## src/rtl/spi_byte_engine.sv

```systemverilog
// rtl/spi_byte_engine.sv - SPI mode 0 byte engine with valid/ready byte input and chip-select framing
module spi_byte_engine #(
   parameter int CLK_DIV = 4,
   parameter int DATA_W  = 8,
   parameter int CS_GAP  = 2
) (
   input  logic              p_clk,
   input  logic              p_reset,
   input  logic [DATA_W-1:0] tx_data,
   input  logic              tx_last,
   input  logic              tx_valid,
   output logic              tx_ready,
   output logic [DATA_W-1:0] rx_data,
   output logic              rx_valid,
   output logic              busy,
   output logic              s_clk,
   output logic              s_css,
   output logic              s_mosi,
   input  logic              s_miso
);

   localparam int MAX_CNT = (CLK_DIV > CS_GAP) ? CLK_DIV : CS_GAP;
   localparam int CNT_W   = $clog2(MAX_CNT + 1);
   localparam int TICK_W  = $clog2(2 * DATA_W + 1);

   typedef enum logic [2:0] {IDLE, SETUP, SHIFT, WAIT, HOLD, GAP} state_t;

   state_t              state;
   logic [CNT_W-1:0]    cnt;
   logic [TICK_W-1:0]   ticks;
   logic [DATA_W-1:0]   tx_sh;
   logic [DATA_W-1:0]   rx_sh;
   logic                last_q;

   always_ff @(posedge p_clk) begin
      if (p_reset) begin
         state    <= IDLE;
         cnt      <= '0;
         ticks    <= '0;
         tx_sh    <= '0;
         rx_sh    <= '0;
         last_q   <= 1'b0;
         tx_ready <= 1'b0;
         rx_data  <= '0;
         rx_valid <= 1'b0;
         busy     <= 1'b0;
         s_clk    <= 1'b0;
         s_css    <= 1'b1;
         s_mosi   <= 1'b0;
      end else begin
         rx_valid <= 1'b0;
         case (state)
            IDLE: begin
               s_css <= 1'b1;
               s_clk <= 1'b0;
               if (tx_valid && tx_ready) begin
                  tx_sh    <= tx_data;
                  last_q   <= tx_last;
                  cnt      <= '0;
                  tx_ready <= 1'b0;
                  busy     <= 1'b1;
                  state    <= SETUP;
               end else begin
                  tx_ready <= 1'b1;
               end
            end
            // The setup window's final edge doubles as the first rising tick.
            SETUP: begin
               s_css  <= 1'b0;
               s_mosi <= tx_sh[DATA_W-1];
               if (cnt == CNT_W'(CLK_DIV)) begin
                  s_clk <= 1'b1;
                  rx_sh <= {rx_sh[DATA_W-2:0], s_miso};
                  ticks <= TICK_W'(1);
                  cnt   <= '0;
                  state <= SHIFT;
               end else begin
                  cnt <= cnt + 1'b1;
               end
            end
            SHIFT: begin
               if (cnt == CNT_W'(CLK_DIV - 1)) begin
                  cnt   <= '0;
                  ticks <= ticks + 1'b1;
                  if (ticks[0]) begin
                     s_clk  <= 1'b0;
                     tx_sh  <= tx_sh << 1;
                     s_mosi <= tx_sh[DATA_W-2];
                     if (ticks == TICK_W'(2 * DATA_W - 1)) begin
                        rx_data  <= rx_sh;
                        rx_valid <= 1'b1;
                        tx_ready <= ~last_q;
                        state    <= last_q ? HOLD : WAIT;
                     end
                  end else begin
                     s_clk <= 1'b1;
                     rx_sh <= {rx_sh[DATA_W-2:0], s_miso};
                  end
               end else begin
                  cnt <= cnt + 1'b1;
               end
            end
            WAIT: begin
               s_css <= 1'b0;
               s_clk <= 1'b0;
               if (tx_valid && tx_ready) begin
                  tx_sh    <= tx_data;
                  last_q   <= tx_last;
                  s_mosi   <= tx_data[DATA_W-1];
                  cnt      <= '0;
                  tx_ready <= 1'b0;
                  state    <= SETUP;
               end else begin
                  tx_ready <= 1'b1;
               end
            end
            HOLD: begin
               if (cnt == CNT_W'(CLK_DIV - 1)) begin
                  s_css <= 1'b1;
                  cnt   <= '0;
                  state <= GAP;
               end else begin
                  cnt <= cnt + 1'b1;
               end
            end
            GAP: begin
               s_css <= 1'b1;
               if (cnt == CNT_W'(CS_GAP - 1)) begin
                  cnt      <= '0;
                  busy     <= 1'b0;
                  tx_ready <= 1'b1;
                  state    <= IDLE;
               end else begin
                  cnt <= cnt + 1'b1;
               end
            end
            default: state <= IDLE;
         endcase
      end
   end

endmodule
```

## config.mk

```make
export PLATFORM = sky130hd
export DESIGN_NAME = spi_byte_engine
export DESIGN_NICKNAME = d
export VERILOG_FILES = /design/src/rtl/spi_byte_engine.sv
export SDC_FILE = /design/constraint.sdc
export NUM_CORES = 1
export LEC_CHECK = 0
export BUFFER_PORTS_ARGS = -buffer_cell sky130_fd_sc_hd__buf_2
export CORE_UTILIZATION = 30
export DETAILED_ROUTE_END_ITERATION = 12
export GPL_TIMING_DRIVEN = 0
export MAX_ROUTING_LAYER = met4
export PLACE_DENSITY = 0.47
export SETUP_SLACK_MARGIN = 0.3
export SYNTH_ARGS = -nofsm -noshare
export SYNTH_HDL_FRONTEND = slang
export SYNTH_SLANG_ARGS = --single-unit
export TNS_END_PERCENT = 100
```

## constraint.sdc

```tcl
create_clock -name p_clk -period 2.9 [get_ports p_clk]
set_input_delay 0.435 -clock p_clk [delete_from_list [all_inputs] [get_ports p_clk]]
set_output_delay 0.435 -clock p_clk [all_outputs]
set_load 0.1 [all_outputs]
```

# Word-level counts from Yosys, hierarchy flattened
# Index checks and enable logic that the tools add are counted.
[word_totals]
out_inout_bits = 14
elab_cells = 110
input_bits = 13
ff_bits = 42
[op_classes]
muxes = 45
eq_ne = 19
reduce_logical = 27
add_sub_neg = 2
bitwise_logic = 4
[ops]
columns = ["op", "n"]
rows = [
  ["two-way mux 8 bit", 6],
  ["two-way mux 3 bit", 12],
  ["case mux 8 bit (2 select lines)", 2],
  ["inequality test 2 bit, second input constant", 9],
  ["AND reduction 4 bit", 4],
  ["two-way mux 1 bit", 15],
  ["case mux 3 bit (5 select lines)", 1],
  ["case mux 1 bit (3 select lines)", 4],
  ["case mux 3 bit (4 select lines)", 1],
  ["nonzero test 3 bit", 4],
  ["two-way mux 5 bit", 2],
  ["case mux 5 bit (2 select lines)", 1],
  ["== test 3 x 2 -> 1 bit, second input constant", 3],
  ["== test 3 bit, second input constant", 3],
  ["AND reduction 3 bit", 3],
  ["OR reduction 2 bit", 4],
  ["AND reduction 7 bit", 1],
  ["== test 3 x 1 -> 1 bit, second input constant", 2],
  ["AND reduction 2 bit", 3],
  ["nonzero test 2 bit", 3],
  ["adder 5 x 1 -> 5 bit, second input constant", 1],
  ["== test 5 x 4 -> 1 bit, second input constant", 1],
  ["AND reduction 5 bit", 1],
  ["NOT 1 bit", 4],
  ["other kinds (7)", 7],
]

# Depth between registers and ports, before layout
[logic_depth]
ltp_word = 5
depth_mapped = 8
mapped_depth_nobuf = 8

# Worst setup path after synthesis
# No wires, ideal clock.
[synth_timing]
path_type = "register -> register"
from = "register tx_ready"
to = "register tx_sh[6]"
path_slack_ps = 658
arrival_time_ps = 2163
setup_ps = 80
required_time_ps = 2820
stages_incl_launch_ff = 7
period_less_slack_ps = 2242
n_path_buf = 1
cell_sequence = "dfxtp_1 > and3b_2 > a311oi_1 > nor3_2 > buf_6 > nor2_1 > a211oi_2"
[synth_between]
elab_chain_len = 3
[synth_rtl]
columns = ["element", "line_no", "text"]
rows = [
  ["start: declaration", "12", "output logic tx_ready,"],
  ["start signal: assignment", "92", "tx_ready <= ~last_q;"],
  ["logical AND 1 bit", "56, 106", ""],
  ["inequality test 2 x 1 -> 1 bit (no source line)", "n/a", ""],
  ["AND reduction 4 bit (no source line)", "n/a", ""],
  ["end signal: assignment", "57", "tx_sh <= tx_data;"],
  ["end signal: assignment", "87", "tx_sh <= tx_sh << 1;"],
  ["end signal: assignment", "107", "tx_sh <= tx_data;"],
  ["end: declaration", "31", "logic [DATA_W-1:0] tx_sh;"],
]
# Every way passes these cells.
# A chain may end at the register's enable or synchronous reset.

# Final worst setup path
[layout_timing]
from = "register ticks[0]"
to = "register tx_ready"
[layout_between]
elab_chain_len = 3
word_cells_on_any_way = 4
cone_classes = "eq/ne: 3; reduce/logical: 1"
[layout_rtl]
columns = ["element", "line_no", "text"]
rows = [
  ["start: declaration", "30", "logic [TICK_W-1:0] ticks;"],
  ["start signal: assignment", "84", "ticks <= ticks + 1'b1;"],
  ["== test 5 x 4 -> 1 bit", "89", "if (ticks == TICK_W'(2 * DATA_W - 1)) begin"],
  ["inequality test 2 bit (no source line)", "n/a", ""],
  ["AND reduction 5 bit (no source line) *", "n/a", ""],
]
# Mark *: on every way between the ends. The rest lies on a longest branch, timed or not.

==> flow_metrics.tcl <==
set metrics [dict create \
    synth-edff-count 0 \
    r2r_slack_ns 0.71 \
    synthArstFlopShare_pct 0 \
    cts-hold-fix-buffers 0 \
    cp_common_cell "ha_1" \
    hold_viol_final 0 \
    diodes 0 \
    path_delay_family "simple AND/OR/NAND/NOR gates" \
    die_w_um 87.2 \
    slowest_stage "dfxtp_1" \
    cts_buffers 5 \
    cp_max_fo 9 \
    synth-seq-area-share_pct 38.6 \
    gp_congestion 0.874 \
    start_util_pct 31.5 \
    r2r_cells 8 \
    grt_pass1_vias 1788 \
    maxSlewHeadroom_pct 57.6 \
    vdd_drop_max_mv 0.178 \
    outcome "complete, no violations" \
    fmax_mhz 456 \
    wl_per_cell_um 14.5 \
    fp.dieArea_um2 7600 \
    htreeDepth 2 \
    ys_warn_count 0 \
    syn_to_final_growth_pct 16.0 \
    drc 0 \
    wl_mm 5.39 \
    post_cts_buffers 0 \
    finClkSkew_ns 0.0116 \
    drv_cap 0 \
    hold_path.class "input port to register" \
    hold_slack_ns 0.353 \
    globalRouteOverflowTotal 0 \
    ys_seq_elements 42 \
    wl_met2_mm 2.47 \
    cts_resized 0 \
    worstPathArrival_ns 2.40 \
    cts_tree "built" \
    drive_gt1_share_pct 22.9 \
    min_period_ns 2.19 \
    worst_ep_required_time_ns 3.11 \
    firstDrtPassIters 4 \
    dpl.hpwl_mm 3.74 \
    min_period_over_period_pct 75.6 \
    clk_pin_slew_worst_paths_ns 0.10 \
    coreArea_um2 6910 \
    grt.total_usage_pct 15.8 \
    fp-row-count 30 \
    start_kind "register" \
    post_synth.cell_area_avg_um2 9.03 \
    antenna_found_initial 0 \
    num-nets-final 294 \
    num_vias 1858 \
    cp.buffers_inverters 0 \
    setup_viol 0 \
    setup.worst_path.class "register to register" \
    top_layer "met4" \
    antenna_left 0 \
    cts_root_buf "clkbuf_8" \
    synth_area_um2 2180 \
    io_buffers 26 \
    fin_setup_tns_ns 0 \
    ys.flop_type "dfxtp_1" \
    grt_max_degree 17 \
    path_cells "ha_1 > and3_1 > ha_1 > and4b_1 > nor2_1 > a311oi_1 > o22ai_1 > o311a_1" \
    end_kind "register" \
    hold_depth 3 \
    ios 27 \
    numClockSinks 42 \
    ys_types 53 \
    power_per_cell_area_nw_per_um2 655 \
    fp.dieH_um 87.2 \
    stdcell_count 371 \
    slew_viol_final 0 \
    power_leakage_nw 1.13 \
    synth.net_count 261 \
    drt_iter0_markers 118 \
    grt_pass1_wl_mm 8.93 \
    dp_cells 363 \
    max_stage_delay_ns 0.56 \
    cts.path.max_buffers 2 \
    route.met3.wl_um 165 \
    tightest_slew_ns 0.636 \
    clk_latency_ns 0.31 \
    cp_num_cells 8 \
    rsz0062_at_grt "no" \
    synthCells 241 \
    routed_via_density 5.01 \
    wl_met1_mm 2.67 \
]
## path summary, 6_finish.rpt
kind	from	endpoint
setup / recovery	ticks[0]$_SDFFE_PP0P_	tx_ready$_SDFFE_PP0P_
hold / removal	s_miso	rx_sh[0]$_SDFFE_PP0P_
setup reg to reg	ticks[0]$_SDFFE_PP0P_	tx_ready$_SDFFE_PP0P_
hold reg to reg	tx_sh[0]$_SDFFE_PP0P_	tx_sh[0]$_SDFFE_PP0P_
## cell families (layout without fill, tap and decap cells)
| family | count (synthesis) | after routing | synth area share (%) |
|---|---|---|---|
| buffers and inverters | 24 | 58 | 5.18 |
| AOI/OAI and AO/OA | 58 | 58 | 19.8 |
| adders and majority gates | 7 | 7 | 4.03 |
| muxes | 27 | 27 | 12.5 |
| xor gates and xnor gates | 1 | 1 | 0.403 |
| and+or+nand+nor | 82 | 82 | 19.5 |
| DFF | 42 | 42 | 38.6 |
## per-layer routing
metal  vias up  global-route usage (%)
met2        33                    24.4
met4         0                    4.92
met1       888                    20.9
met3         6                    2.94
li1        931                       -
met5         -                       -
## worst register-to-register path: stages, from the launching register on
cell      delay (ns)
dfxtp_1         0.56
ha_1            0.26
and3_1          0.16
ha_1            0.14
and4b_1         0.32
nor2_1          0.10
a311oi_1        0.31
o22ai_1         0.11
o311a_1         0.13
## cell type report
type                       instances  area [µm²]
fill                             757        4380
multi-input combinational        175        1220
sequential                        42         841
timing repair buffer              26         130
tap                               96         120
buffer                            15        78.8
clock buffer                       5        68.8
inverter                           9        33.8
clock inverter                     3        28.8
## cell usage after synthesis, types with 2 or more instances
cell / n / area share, %
a211oi_1: 3 / 1.0
a211oi_2: 7 / 4.0
a21oi_1: 17 / 3.9
a311oi_1: 4 / 1.6
a31oi_1: 3 / 0.86
and2_1: 2 / 0.57
and3_1: 2 / 0.57
buf_2: 9 / 2.1
clkbuf_1: 4 / 0.69
dfxtp_1: 42 / 39
ha_1: 7 / 4.0
inv_1: 6 / 1.0
inv_2: 2 / 0.35
mux2i_1: 26 / 12
nand2_1: 9 / 1.6
nand2b_1: 5 / 1.4
nand3_1: 2 / 0.46
nand4_1: 3 / 0.86
nor2_1: 42 / 7.2
nor2b_1: 3 / 0.86
nor3_1: 3 / 0.69
o21ai_0: 6 / 1.4
o21ai_1: 3 / 0.69
o22ai_1: 2 / 0.57
## stage by stage
step | utilization (%) | setup slack [ns] | power, W | cell area [µm²]
after floorplan | - | 0.658 | 0.00113 | 2180
after global placement | 35.1 | 0.766 | 0.00124 | 2430
after detailed placement | 35.1 | 0.763 | 0.00124 | 2430
after CTS | 36.5 | 0.721 | 0.00167 | 2520
after global routing | 36.5 | 0.572 | 0.00175 | 2520
final | 36.5 | 0.706 | 0.00165 | 2520
## placed cells by master (no fill, tap or decap), types with 6 or more instances in the layout
master / synthesis / routed
a211oi_2: 7 / 7
o21ai_0: 6 / 6
a21oi_1: 17 / 17
dfxtp_1: 42 / 42
inv_1: 6 / 6
nor2_1: 42 / 42
mux2i_1: 26 / 26
buf_2: 9 / 35
ha_1: 7 / 7
nand2_1: 9 / 9
## sequential cells by signal, indices dropped and copies added, names as in the netlist
name	flops
state	3
s_mosi	1
s_css	1
busy	1
rx_valid	1
rx_data	8
last_q	1
s_clk	1
tx_ready	1
rx_sh	8
tx_sh	8
ticks	5
cnt	3
## power by group
| group | internal (W) | total, W | leakage (nW) | switching (W) |
|---|---|---|---|---|
| Clock | 0.000180 | 0.000425 | 0.0506 | 0.000245 |
| Combinational | 0.000198 | 0.000555 | 0.740 | 0.000357 |
| Sequential | 0.000631 | 0.000674 | 0.341 | 0.0000431 |
No activity file was read; power rests on OpenSTA's default activity.
